### config.mk
export PLATFORM = sky130hd
export DESIGN_NAME = jk_ff_bank
export DESIGN_NICKNAME = d
export VERILOG_FILES = /design/src/rtl/jk_ff_bank_pkg.sv /design/src/rtl/jk_ff_next.sv /design/src/rtl/jk_ff_bank.sv
export SDC_FILE = /design/constraint.sdc
export NUM_CORES = 1
export LEC_CHECK = 0
export ABC_AREA = 1
export CAP_MARGIN = 20
export CORE_MARGIN = 5
export CORE_UTILIZATION = 35
export CTS_CLUSTER_SIZE = 10
export DETAILED_ROUTE_END_ITERATION = 10
export PLACE_DENSITY = 0.73
export SLEW_MARGIN = 20
export SYNTH_ARGS = -nofsm -noshare
export SYNTH_HDL_FRONTEND = slang
export SYNTH_SLANG_ARGS = --single-unit
### constraint.sdc
create_clock -name CLK -period 1.5 [get_ports CLK]
set_clock_uncertainty 0.05 [all_clocks]
set_input_delay 0.3 -clock CLK [delete_from_list [all_inputs] [get_ports CLK]]
set_output_delay 0.3 -clock CLK [all_outputs]
set_load 0.05 [all_outputs]
### src/rtl/jk_ff_bank_pkg.sv
// Shared definitions for the JK/D/T/shift register bank: mode encodings and
// JK input-pair encodings.
package jk_ff_bank_pkg;

    typedef enum logic [1:0] {
        MODE_JK    = 2'b00,
        MODE_D     = 2'b01,
        MODE_T     = 2'b10,
        MODE_SHIFT = 2'b11
    } mode_e;

    // {J,K} pair encodings, used by benches to build JK stimulus
    localparam logic [1:0] JK_HOLD   = 2'b00;
    localparam logic [1:0] JK_CLEAR  = 2'b01;
    localparam logic [1:0] JK_SET    = 2'b10;
    localparam logic [1:0] JK_TOGGLE = 2'b11;

endpackage

### src/rtl/jk_ff_next.sv
// Combinational next-state of one flip-flop channel for the selected mode.
module jk_ff_next
    import jk_ff_bank_pkg::*;
(
    input  logic  q,
    input  logic  j,
    input  logic  k,
    input  mode_e mode,
    input  logic  shift_in,
    output logic  q_next
);

    always_comb begin
        q_next = q;
        unique case (mode)
            MODE_JK: begin
                unique case ({j, k})
                    JK_HOLD:   q_next = q;
                    JK_CLEAR:  q_next = 1'b0;
                    JK_SET:    q_next = 1'b1;
                    JK_TOGGLE: q_next = ~q;
                    default:   q_next = q;
                endcase
            end
            MODE_D:     q_next = j;
            MODE_T:     q_next = q ^ j;
            MODE_SHIFT: q_next = shift_in;
            default:    q_next = q;
        endcase
    end

endmodule

### src/rtl/jk_ff_bank.sv
// WIDTH-channel flip-flop bank with run-time JK/D/T/shift mode, parallel load,
// per-bit change mask and a saturating change-event counter.
module jk_ff_bank
    import jk_ff_bank_pkg::*;
#(
    parameter int               WIDTH   = 4,
    parameter int               CNT_W   = 8,
    parameter logic [WIDTH-1:0] RST_VAL = {WIDTH{1'b0}}
) (
    input  logic             CLK,
    input  logic             RST,
    input  logic             CE,
    input  logic [1:0]       MODE,
    input  logic [WIDTH-1:0] J,
    input  logic [WIDTH-1:0] K,
    input  logic             SI,
    input  logic             LOAD,
    input  logic [WIDTH-1:0] D_IN,
    input  logic             CNT_CLR,
    output logic [WIDTH-1:0] Q,
    output logic [WIDTH-1:0] Q_n,
    output logic             SO,
    output logic [WIDTH-1:0] CHG,
    output logic [CNT_W-1:0] CNT
);

    localparam logic [CNT_W-1:0] CNT_MAX = {CNT_W{1'b1}};

    logic [WIDTH-1:0] shift_in;
    logic [WIDTH-1:0] q_mode;
    logic [WIDTH-1:0] q_next;
    mode_e            mode;

    assign mode = mode_e'(MODE);

    // Bit 0 takes the serial input; higher bits take their lower neighbour.
    for (genvar i = 0; i < WIDTH; i++) begin : g_bit
        if (i == 0) begin : g_head
            assign shift_in[i] = SI;
        end else begin : g_body
            assign shift_in[i] = Q[i-1];
        end

        jk_ff_next u_next (
            .q        (Q[i]),
            .j        (J[i]),
            .k        (K[i]),
            .mode     (mode),
            .shift_in (shift_in[i]),
            .q_next   (q_mode[i])
        );
    end

    always_comb begin
        q_next = Q;
        if (LOAD)
            q_next = D_IN;
        else if (CE)
            q_next = q_mode;
    end

    always_ff @(posedge CLK) begin
        if (RST) begin
            Q   <= RST_VAL;
            CHG <= '0;
            CNT <= '0;
        end else begin
            Q   <= q_next;
            CHG <= q_next ^ Q;
            if (CNT_CLR)
                CNT <= '0;
            else if ((q_next != Q) && (CNT != CNT_MAX))
                CNT <= CNT + 1'b1;
        end
    end

    assign Q_n = ~Q;
    assign SO  = Q[WIDTH-1];

endmodule
==> results.md, run 1 <==
Outcome
- **run status** complete, but fails checks
- **failing checks** setup timing

Logic synthesis
- **total of flip-flops plus latches after synthesis** 16
- **ys async rst share** 0%
- **sequential cell area fraction in the yosys report** 29.5%
- **Cell variety after synth** 19
- **number of flops mapped to enable cells by yosys** 0
- **Synth Area per Inst** 6.42 um^2
- **net count after synthesis** 190
- **Top FF cell, synth** dfxtp_1
- **count of yosys warnings during synthesis** 0
- **synthesized instance count** 169
- **Netlist Area Pre-Place** 1080 um^2

Timing
- **setup TNS** -2.26 ns
- **Final Max Slew Viols** 0
- **post-route clock period utilization** 121%
- **final hold slack** 0.476 ns
- **setup slack after layout** -0.310 ns
- **final count of hold timing violations** 0
- **setup repair after global routing missed its margin** yes
- **maximum clock rate** 0.553 GHz
- **worst rel slew slack** 73.9%
- **Min Clock Period, post-route** 1.81 ns
- **Slew @ Worst Pin** 0.392 ns
- **final setup violation count** 9

Route
- **Detail Route Antenna Nets** 0
- **post-detailed-route via-to-cell ratio** 5.06
- **total length of routed wires** 4190 um
- **total via count in the routed design** 1451
- **average wire per cell in the routed design** 14.6 um
- **DRC errors left** 0
- **number of search-and-repair iterations in the first detailed-routing pass** 4
- **number of DRC violations after detailed-routing iteration 0** 133

Cells and area
- **area overhead of the layout relative to synthesis** 107%
- **number of filler instances in the final layout** 188
- **number of diodes added for antenna fixing** 0
- **final layout net count** 276
- **layout cell share with drive strength beyond 1** 53.9%

Clock tree
- **CTS Buffer Depth** 2
- **total number of H-tree levels** 1
- **total clock buffers created by CTS** 3
- **Clock Tree Root** clkbuf_4
- **TritonCTS clock tree** done
- **Num Clock Sinks** 16
- **clock slew at the register clock pins of the worst setup and hold paths** 0.10 ns
- **latest clock arrival within the worst-skew pair** 0.32 ns

Global route
- **maximum number of pins on one net before global-route repair** 10
- **first-pass GRT wire length** 5840 um
- **vias in the first global route** 1372
- **overall overflow remaining after global route** 0
- **Tot GR Track Use** 17.3%
- **number of antenna violations at the first check in global routing** 0

Worst setup path
- **CP Data Arrival Time** 1.98 ns
- **cell at the slowest stage of the critical path** dfxtp_4
- **CP startpoint kind** register
- **maximum fanout along the worst path** 6
- **critical path's most frequent cell** nand2_2
- **type of the worst setup path** reg2reg
- **Worst EP required** 1.67 ns
- **ordered cell list for the critical path** clkinvlp_4 > nand2_2 > nand2_1 > nand2_1 > nand2_1 > nand2_1 > nand2_2 > nand2_2 > nand2_2 > nand2_2 > nor2_4 > nand2_4 > buf_4 > a21oi_2 > nor2_2
- **Worst setup EP type** register
- **Worst path max stage delay** 0.37 ns

Placement
- **Final Wtd Congestion** 0.879
- **Port-buffer cells** 40
- **placed wire-length estimate** 2460 um

Pwr
- **Peak VDD IR** 0.446 mV
- **leak pwr** 1.05 nW
- **power density over cell area** 663 nW/um^2

Die
- **Die Wd** 65.7 um
- **starting density of the core** 36.1%
- **Die ar.** 4310 um^2
- **Top Ports** 41
- **Vert. Die Dim** 65.7 um
- **number of standard-cell rows in the floorplan** 20
- **area of the core** 3000 um^2

Min path
- **Hold WC Path Type** reg2reg

Run
- **max-cap violations** 0

[state kept, by name, summed over array words and instances (netlist names)]
register	count
CNT	8
CHG	4
Q	4
[per-layer routing]
layer	vias up	share of wire (%)	global-route usage, %
met5	-	0	0
met4	0	3.7	7.25
met3	18	4.6	2.74
met2	48	53	32.2
met1	685	39	19.3
li1	700	-	-
[cell type report]
class	count	area, um^2	area share [%]
Clock buffer	4	36.3	1.62
Inverter	15	75.1	3.35
Multi-Input combinational cell	131	758	33.8
Sequential cell	16	345	15.4
Tap cell	33	41.3	1.84
Timing Repair Buffer	88	986	44.0
[through the flow]
stage	total power, mW	area (um^2)	setup slack (ns)	cells	utilization, %
floorplan	0.769	1140	-0.228	169	-
global placement	1.05	1950	-0.824	267	65.1
detailed placement	1.06	1950	-0.853	267	65.1
CTS	1.41	2120	-0.129	281	70.5
global route	1.55	2240	-0.399	287	74.7
finish	1.49	2240	-0.310	287	74.7
[worst paths after layout]
path	startpoint	to	slack, ns	depth (start not counted)
max reg2reg	Q[0]$_SDFF_PP0_	CNT[6]$_SDFFE_PP0P_	-0.31	15
min	CNT[2]$_SDFFE_PP0P_	CNT[2]$_SDFFE_PP0P_	0.48	2
max	Q[0]$_SDFF_PP0_	CNT[6]$_SDFFE_PP0P_	-0.31	15
min reg2reg	CNT[2]$_SDFFE_PP0P_	CNT[2]$_SDFFE_PP0P_	0.48	2
[synth_stat cells, types with 2 or more instances]
library cell,instances,area (um^2)
nand2_1,59,221
nand3_1,19,95.1
a21oi_1,16,80.1
dfxtp_1,16,320
nor2_1,14,52.6
inv_1,12,45.0
nand2_2,10,62.6
xor2_1,5,43.8
buf_4,4,30.0
buf_6,2,22.5
inv_2,2,7.51
nand3_2,2,20.0
nor2_2,2,12.5
[power by group]
part | total [mW] | switching (mW) | internal, mW
combinational | 0.710 | 0.356 | 0.354
clock | 0.304 | 0.156 | 0.149
sequential | 0.471 | 0.0250 | 0.446
[cell families (layout without fill, tap and decap cells)]
group | Yosys count | count (layout) | share of synthesized area, %
adder cells (fa/ha/maj) | 1 | 1 | 1.15
flip-flops | 16 | 16 | 29.5
XOR/XNOR | 5 | 5 | 4.04
AO/OA/AOI/OAI | 17 | 17 | 8.19
buffers and inverters | 23 | 107 | 13.6
AND/OR/NAND/NOR | 107 | 108 | 43.5
[critical path: cells and delay by family, from the launching register on]
family	cells	cell delay, ns
simple gates	12	0.91
compound gates	1	0.15
buf+inv	2	0.22
flops	1	0.37
[repair_timing]
action	in CTS	in global routing
setup buffers	9	8
cloned	1	0
gates resized for setup	31	26
setup endpoints to repair	11	11
hold buffers	0	0
pin swaps	22	16
[cells in the final DEF (no fill, tap or decap), drive strengths merged]
cell / n
nor3b: 1
buf: 69
dlygate4sd2: 9
nand3: 21
inv: 12
clkbuf: 5
dfxtp: 16
nor2: 16
nand2: 70
a21oi: 17
xor2: 5
clkdlybuf4s50: 8
clkinvlp: 3
ha: 1
clkdlybuf4s15: 1
(Power assumes the default switching activity.)
==> run 2, diff against run 1 <==
--- a/config.mk
+++ b/config.mk
@@ -11,7 +11,7 @@
 export CORE_UTILIZATION = 35
 export CTS_CLUSTER_SIZE = 10
 export DETAILED_ROUTE_END_ITERATION = 10
-export PLACE_DENSITY = 0.73
+export PLACE_DENSITY = 0.68
 export SLEW_MARGIN = 20
 export SYNTH_ARGS = -nofsm -noshare
 export SYNTH_HDL_FRONTEND = slang
==> run 2 against run 1 <==
Net effect: the flow still finishes with violations (setup timing); first-iteration DRC count down 26%; power down 1.3%; global-route usage up 0.69 points; clock power down 6%; wire length down 4.0%; utilization down 1.3 points; via count down 0.69%; die area unchanged; critical path depth unchanged; setup slack better by 0.040 ns.
==> results.md, run 2 (same netlist as run 1, synthesis figures left out) <==
Outcome
- **run status** complete, but fails checks
- **failing checks** setup timing

Cells and area
- **total area of multi-input combinational cells** 747 um^2, -1.5%
- **leading cell type in the layout, fill and taps excluded** nand2_1
- **number of diodes added for antenna fixing** 0, unchanged
- **most frequent cells in the layout** 47 x nand2_1, 35 x buf_4, 21 x buf_12
- **number of filler instances in the final layout** 221, +18%
- **flip-flop count of the largest register, all copies and words added** 8, unchanged
- **FF/Latch Area** 345 um^2, unchanged
- **Top reg by flops** CNT
- **area overhead of the layout relative to synthesis** 103%
- **registers with the most flip-flops** CNT x8, CHG x4, Q x4
- **layout cell share with drive strength beyond 1** 51.2%, -2.7 points
- **final layout net count** 272, -1.4%

Worst setup path
- **reg-to-reg startpoint** Q[2]$_SDFF_PP0_
- **Worst EP required** 1.67 ns, about the same
- **CP Data Arrival Time** 1.94 ns, -0.04 ns
- **type of the worst setup path** reg2reg
- **endpoint of the most critical register-to-register path** CNT[1]$_SDFFE_PP0P_
- **CP startpoint kind** register
- **depth of the most critical reg-to-reg path** 15, unchanged
- **reg-to-reg setup timing slack** -0.27 ns, +0.04 ns
- **maximum fanout along the worst path** 6, unchanged
- **Worst setup EP type** register

Die
- **area of the core** 3000 um^2, unchanged
- **Top Ports** 41, unchanged
- **Die Wd** 65.7 um, unchanged
- **Die ar.** 4310 um^2, unchanged
- **starting density of the core** 36.1%, unchanged
- **Vert. Die Dim** 65.7 um, unchanged
- **number of standard-cell rows in the floorplan** 20, unchanged

Pwr
- **net switching power of the design** 0.521 mW, -3.0%
- **total power** 1.47 mW, -1.3%
- **sequential group share of total power** 32.1%, +0.4 points
- **Peak VDD IR** 0.648 mV, +45%
- **switching part of the total power** 35.5%, -0.62 points
- **Clk pwr share** 19.5%, -1.0 points
- **leak pwr** 1.03 nW, -1.2%
- **power density over cell area** 666 nW/um^2, +0.43%
- **Cell Int Power** 0.945 mW, -0.36%
- **Logic pwr share** 48.4%, +0.6 points

Route
- **total length of routed wires** 4020 um, -4.0%
- **average wire per cell in the routed design** 14.2 um, -2.6%
- **total via count in the routed design** 1441, -0.69%
- **number of DRC violations after detailed-routing iteration 0** 98, -26%
- **Detail Route Antenna Nets** 0, unchanged
- **number of search-and-repair iterations in the first detailed-routing pass** 4, unchanged
- **post-detailed-route via-to-cell ratio** 5.09, +0.71%
- **DRC errors left** 0, unchanged

Timing
- **final count of hold timing violations** 0, unchanged
- **maximum clock rate** 0.565 GHz, +2.3%
- **final setup violation count** 12, +3
- **setup TNS** -2.02 ns, +0.247 ns
- **worst rel slew slack** 76.9%, +3.0 points
- **Slew @ Worst Pin** 0.347 ns, -0.0454 ns
- **Final Max Slew Viols** 0, unchanged
- **setup repair after global routing missed its margin** yes
- **setup slack after layout** -0.269 ns, +0.0402 ns
- **post-route clock period utilization** 118%, -2.7 points
- **Min Clock Period, post-route** 1.77 ns, -0.0402 ns
- **final hold slack** 0.488 ns, +0.0124 ns

Clock tree
- **clock slew at the register clock pins of the worst setup and hold paths** 0.09 ns, about the same
- **total clock buffers created by CTS** 3, unchanged
- **latest clock arrival within the worst-skew pair** 0.29 ns, -0.03 ns
- **hold-fix buffers at CTS** 0, unchanged
- **TritonCTS clock tree** done
- **Num Clock Sinks** 16, unchanged
- **total number of H-tree levels** 1, unchanged
- **Clock Tree Root** clkbuf_4
- **CTS Buffer Depth** 2, unchanged

Min path
- **Hold Path Depth** 2, unchanged
- **end point of the worst hold path** CNT[2]$_SDFFE_PP0P_
- **origin of the worst min-delay path** CNT[2]$_SDFFE_PP0P_
- **Hold WC Path Type** reg2reg

Global route
- **overall overflow remaining after global route** 0, unchanged
- **vias in the first global route** 1365, -0.51%
- **Tot GR Track Use** 18.0%, +0.69 points
- **number of antenna violations at the first check in global routing** 0, unchanged
- **first-pass GRT wire length** 6150 um, +5.4%
- **maximum number of pins on one net before global-route repair** 10, unchanged

Placement
- **Final Wtd Congestion** 0.888, +1.0%
- **placed wire-length estimate** 2680 um, +8.9%
- **post-place setup slack** -0.946 ns, -0.0925 ns
- **Port-buffer cells** 40, unchanged

Run
- **max-cap violations** 0, unchanged

[run 2: through the flow]
| step | util (%) | instances | instance area, um^2 |
|---|---|---|---|
| after floorplan | - | 169 | 1140 |
| after global placement | 64.8 | 266 | 1950 |
| after detailed placement | 64.8 | 266 | 1950 |
| after CTS | 71.3 | 281 | 2140 |
| after global routing | 73.4 | 283 | 2200 |
| final | 73.4 | 283 | 2200 |
[run 2: layout make-up]
type                            count  area share (%)
Clock buffer                        4            1.65
Timing Repair Buffer               84            43.5
Sequential cell                    16            15.7
Inverter                           15            3.41
Tap cell                           33            1.87
Multi-Input combinational cell    131            33.9
[run 2: worst max path at each step]
stage | start | end | slack, ns
after detailed placement | MODE[0] | CNT[7]$_SDFFE_PP0P_ | -0.95
after CTS | Q[2]$_SDFF_PP0_ | CNT[2]$_SDFFE_PP0P_ | -0.12
after global routing | Q[2]$_SDFF_PP0_ | CNT[1]$_SDFFE_PP0P_ | -0.42
after global placement | MODE[0] | CNT[1]$_SDFFE_PP0P_ | -0.84
final | Q[2]$_SDFF_PP0_ | CNT[1]$_SDFFE_PP0P_ | -0.27
after floorplan | Q[0]$_SDFF_PP0_ | CNT[6]$_SDFFE_PP0P_ | -0.23
[run 2: layer usage]
layer / track usage (%) / share of wire, %
met3: 3.42 / 6.0
met2: 35.9 / 55
met1: 19.2 / 37
met4: 3.63 / 2.2
met5: 0 / 0
[run 2: worst max-delay path, cell delays in order (launching register included)]
cell        delay [ns]
dfxtp_4           0.37
clkinvlp_4        0.07
nand2_1           0.05
nand2_1           0.09
nand2_1           0.06
nand2_1           0.06
nand2_1           0.07
nand2_2           0.09
nand2_2           0.08
nand2_2           0.09
nand2_2           0.06
nor2_4            0.13
nand2_4           0.11
nand2_4           0.11
nand2_2           0.07
a21oi_2           0.14
[run 2: timing repair]
| action | CTS | global route |
|---|---|---|
| setup endpoints to repair | 14 | 12 |
| resized for setup | 38 | 17 |
| pin swaps | 17 | 13 |
| buffers inserted | 11 | 3 |
| cloned | 1 | 0 |
[run 2: power groups by stage]
stage | Clock (mW) | Sequential (mW) | Combinational [mW]
after floorplan | 0 | 0.533 | 0.236
after global routing | 0.320 | 0.474 | 0.747
after detailed placement | 0 | 0.481 | 0.581
after global placement | 0 | 0.480 | 0.570
final | 0.285 | 0.471 | 0.710
after CTS | 0.298 | 0.471 | 0.660
==> variant, RTL diff (settings of run 2) <==
The parameter `WIDTH` goes from 4 to 5.
--- a/src/rtl/jk_ff_bank.sv
+++ b/src/rtl/jk_ff_bank.sv
@@ -3,7 +3,7 @@
 module jk_ff_bank
     import jk_ff_bank_pkg::*;
 #(
-    parameter int               WIDTH   = 4,
+    parameter int               WIDTH   = 5,
     parameter int               CNT_W   = 8,
     parameter logic [WIDTH-1:0] RST_VAL = {WIDTH{1'b0}}
 ) (
Interface: changed (6 resized); port bits go from 41 to 47. The function was not compared with the original's and may differ.
==> variant against run 2 <==
  * The run still ends with negative setup slack left
  * Setup slack lost 0.11 ns
  * Global-route usage grew 0.63 points
  * Fmax shrank 6.0%
  * Cell area grew 17%
  * Power grew 11%
  * Routed wire length grew 12%
  * Sequential cell count grew 2
  * Synthesized area grew 10%
==> variant: results (changes against run 2) <==
outcome=finished with violations; failing checks=negative setup slack; top post-synthesis cells by count=nand2_1 (84), nor2_1 (19), dfxtp_1 (18), inv_1 (18), a21oi_1 (17); share of layout cells above drive strength 1=0.474 (-0.0385); final hold slack=0.488 ns (+0.000157 ns); endpoints failing setup=11 (-1); leakage power=1.26 nW (+22%); vias in the first global route=1552 (+14%); register area share after synthesis=0.302 (+0.00630); syn avg cell area=5.94 sq um (-7.4%); Area after DPL=2250 sq um (+16%); maximum root-to-sink buffer count=2 (unchanged); capturing point of the worst reg2reg path=CNT[0]$_SDFFE_PP0P_; final wirelength=4.51 mm (+12%); yosys warns=0 (unchanged); # port buffers=46 (+15%); reg-to-reg startpoint=Q[2]$_SDFF_PP0_; Net Sw Frac=0.352 (-0.00337); Worst Slack Setup Final=-0.383 ns (-0.114 ns); CP Max Fanout=7 (+1); routability cong.=0.963 (+8.4%); CP startpoint=Q[2]$_SDFF_PP0_; registers with the most flip-flops=CNT (8), CHG (5), Q (5); fillers=232 (+5.0%); Avg Vias per Cell=4.70 (-7.7%); Cell variety after synth=24 (+5); post-synthesis async set-or-reset flop share=0 (unchanged); Worst-Skew Late Latency=0.29 ns (about the same); largest net degree at the start of global routing=11 (+1); pre-CTS setup slack=-0.869 ns (+0.0769 ns); R2R depth=16 (+1); worst stage delay on the critical path=0.37 ns (about the same); final non-filler cell total=348 (+23%); CTS H-tree depth=1 (unchanged); Worst path slowest cell=dfxtp_4; First DRT Iteration DRCs=89 (-9.2%); GRT Util Overall=0.187 (+0.00633); first-pass GRT wire length=6.61 mm (+7.4%); dpl cells=326 (+23%); Worst IR Drop VDD=0.558 mV (-14%); DPL Wire Length=2.92 mm (+9.0%); max_slew headroom=0.771 (+0.00229); setup_tns=-3.44 ns (-1.42 ns); Post-Syn Nets=225 (+18%); DRT Pass-1 Iters=4 (unchanged); largest cells by area after synthesis=dfxtp_1 (30%), nand2_1 (26%), a21oi_1 (7.1%)
-- variant: cell count changes after synthesis, moves of 2 or more --
| cell | run 2 | this run |
|---|---|---|
| nand2_1 | 59 | 84 |
| nand2_2 | 10 | 3 |
| inv_1 | 12 | 18 |
| nand3_1 | 19 | 14 |
| nor2_1 | 14 | 19 |
| xor2_1 | 5 | 2 |
| buf_4 | 4 | 6 |
| dfxtp_1 | 16 | 18 |
-- variant: layout make-up --
class	count	area, sq um	area share
Clock buffer	4	36.3	0.0140
Inverter	22	105	0.0407
Multi-Input combinational cell	151	802	0.310
Sequential cell	18	377	0.146
Tap cell	46	57.6	0.0223
Timing Repair Buffer	107	1210	0.467
-- variant: logic make-up after synthesis --
logic type,count (synthesis),synth area share
buffers and inverters,32,0.135
adders and majority gates,1,0.0105
DFF,18,0.302
AOI/OAI and AO/OA,19,0.0827
xor gates and xnor gates,3,0.0220
and+or+nand+nor,128,0.448
-- variant: power groups by stage --
stage / clock network (mW) / registers [mW] / logic (mW)
final: 0.303 / 0.533 / 0.791
after floorplan: 0 / 0.603 / 0.253
after CTS: 0.315 / 0.532 / 0.739
after detailed placement: 0 / 0.544 / 0.671
after global placement: 0 / 0.544 / 0.664
after global routing: 0.340 / 0.537 / 0.842
-- variant: worst min-delay path: cells and delay by family (launching register included) --
| family | cells | cell delay [ns] |
|---|---|---|
| AOI/OAI and AO/OA | 1 | 0.05 |
| and+or+nand+nor | 1 | 0.09 |
| DFF | 1 | 0.37 |
-- variant: worst min-delay path by stage --
stage | startpoint | endpoint | cells after the start
after floorplan | RST | CNT[0]$_SDFFE_PP0P_ | 3
after global placement | CNT[2]$_SDFFE_PP0P_ | CNT[2]$_SDFFE_PP0P_ | 2
after detailed placement | CNT[2]$_SDFFE_PP0P_ | CNT[2]$_SDFFE_PP0P_ | 2
after CTS | CNT[2]$_SDFFE_PP0P_ | CNT[2]$_SDFFE_PP0P_ | 2
after global routing | CNT[2]$_SDFFE_PP0P_ | CNT[2]$_SDFFE_PP0P_ | 2
final | CNT[2]$_SDFFE_PP0P_ | CNT[2]$_SDFFE_PP0P_ | 2
-- variant: per-layer routing --
layer | up-vias | track usage | part of all wire
met5 | - | 0 | 0
met4 | 0 | 0.0670 | 0.025
met3 | 10 | 0.0345 | 0.049
met2 | 58 | 0.329 | 0.52
met1 | 747 | 0.223 | 0.40
li1 | 820 | - | -
-- variant: what timing repair did --
item	CTS	global route
pin swaps	22	17
setup endpoints to repair	12	12
hold endpoints to repair	0	0
resized for setup	31	26
setup buffers	16	3
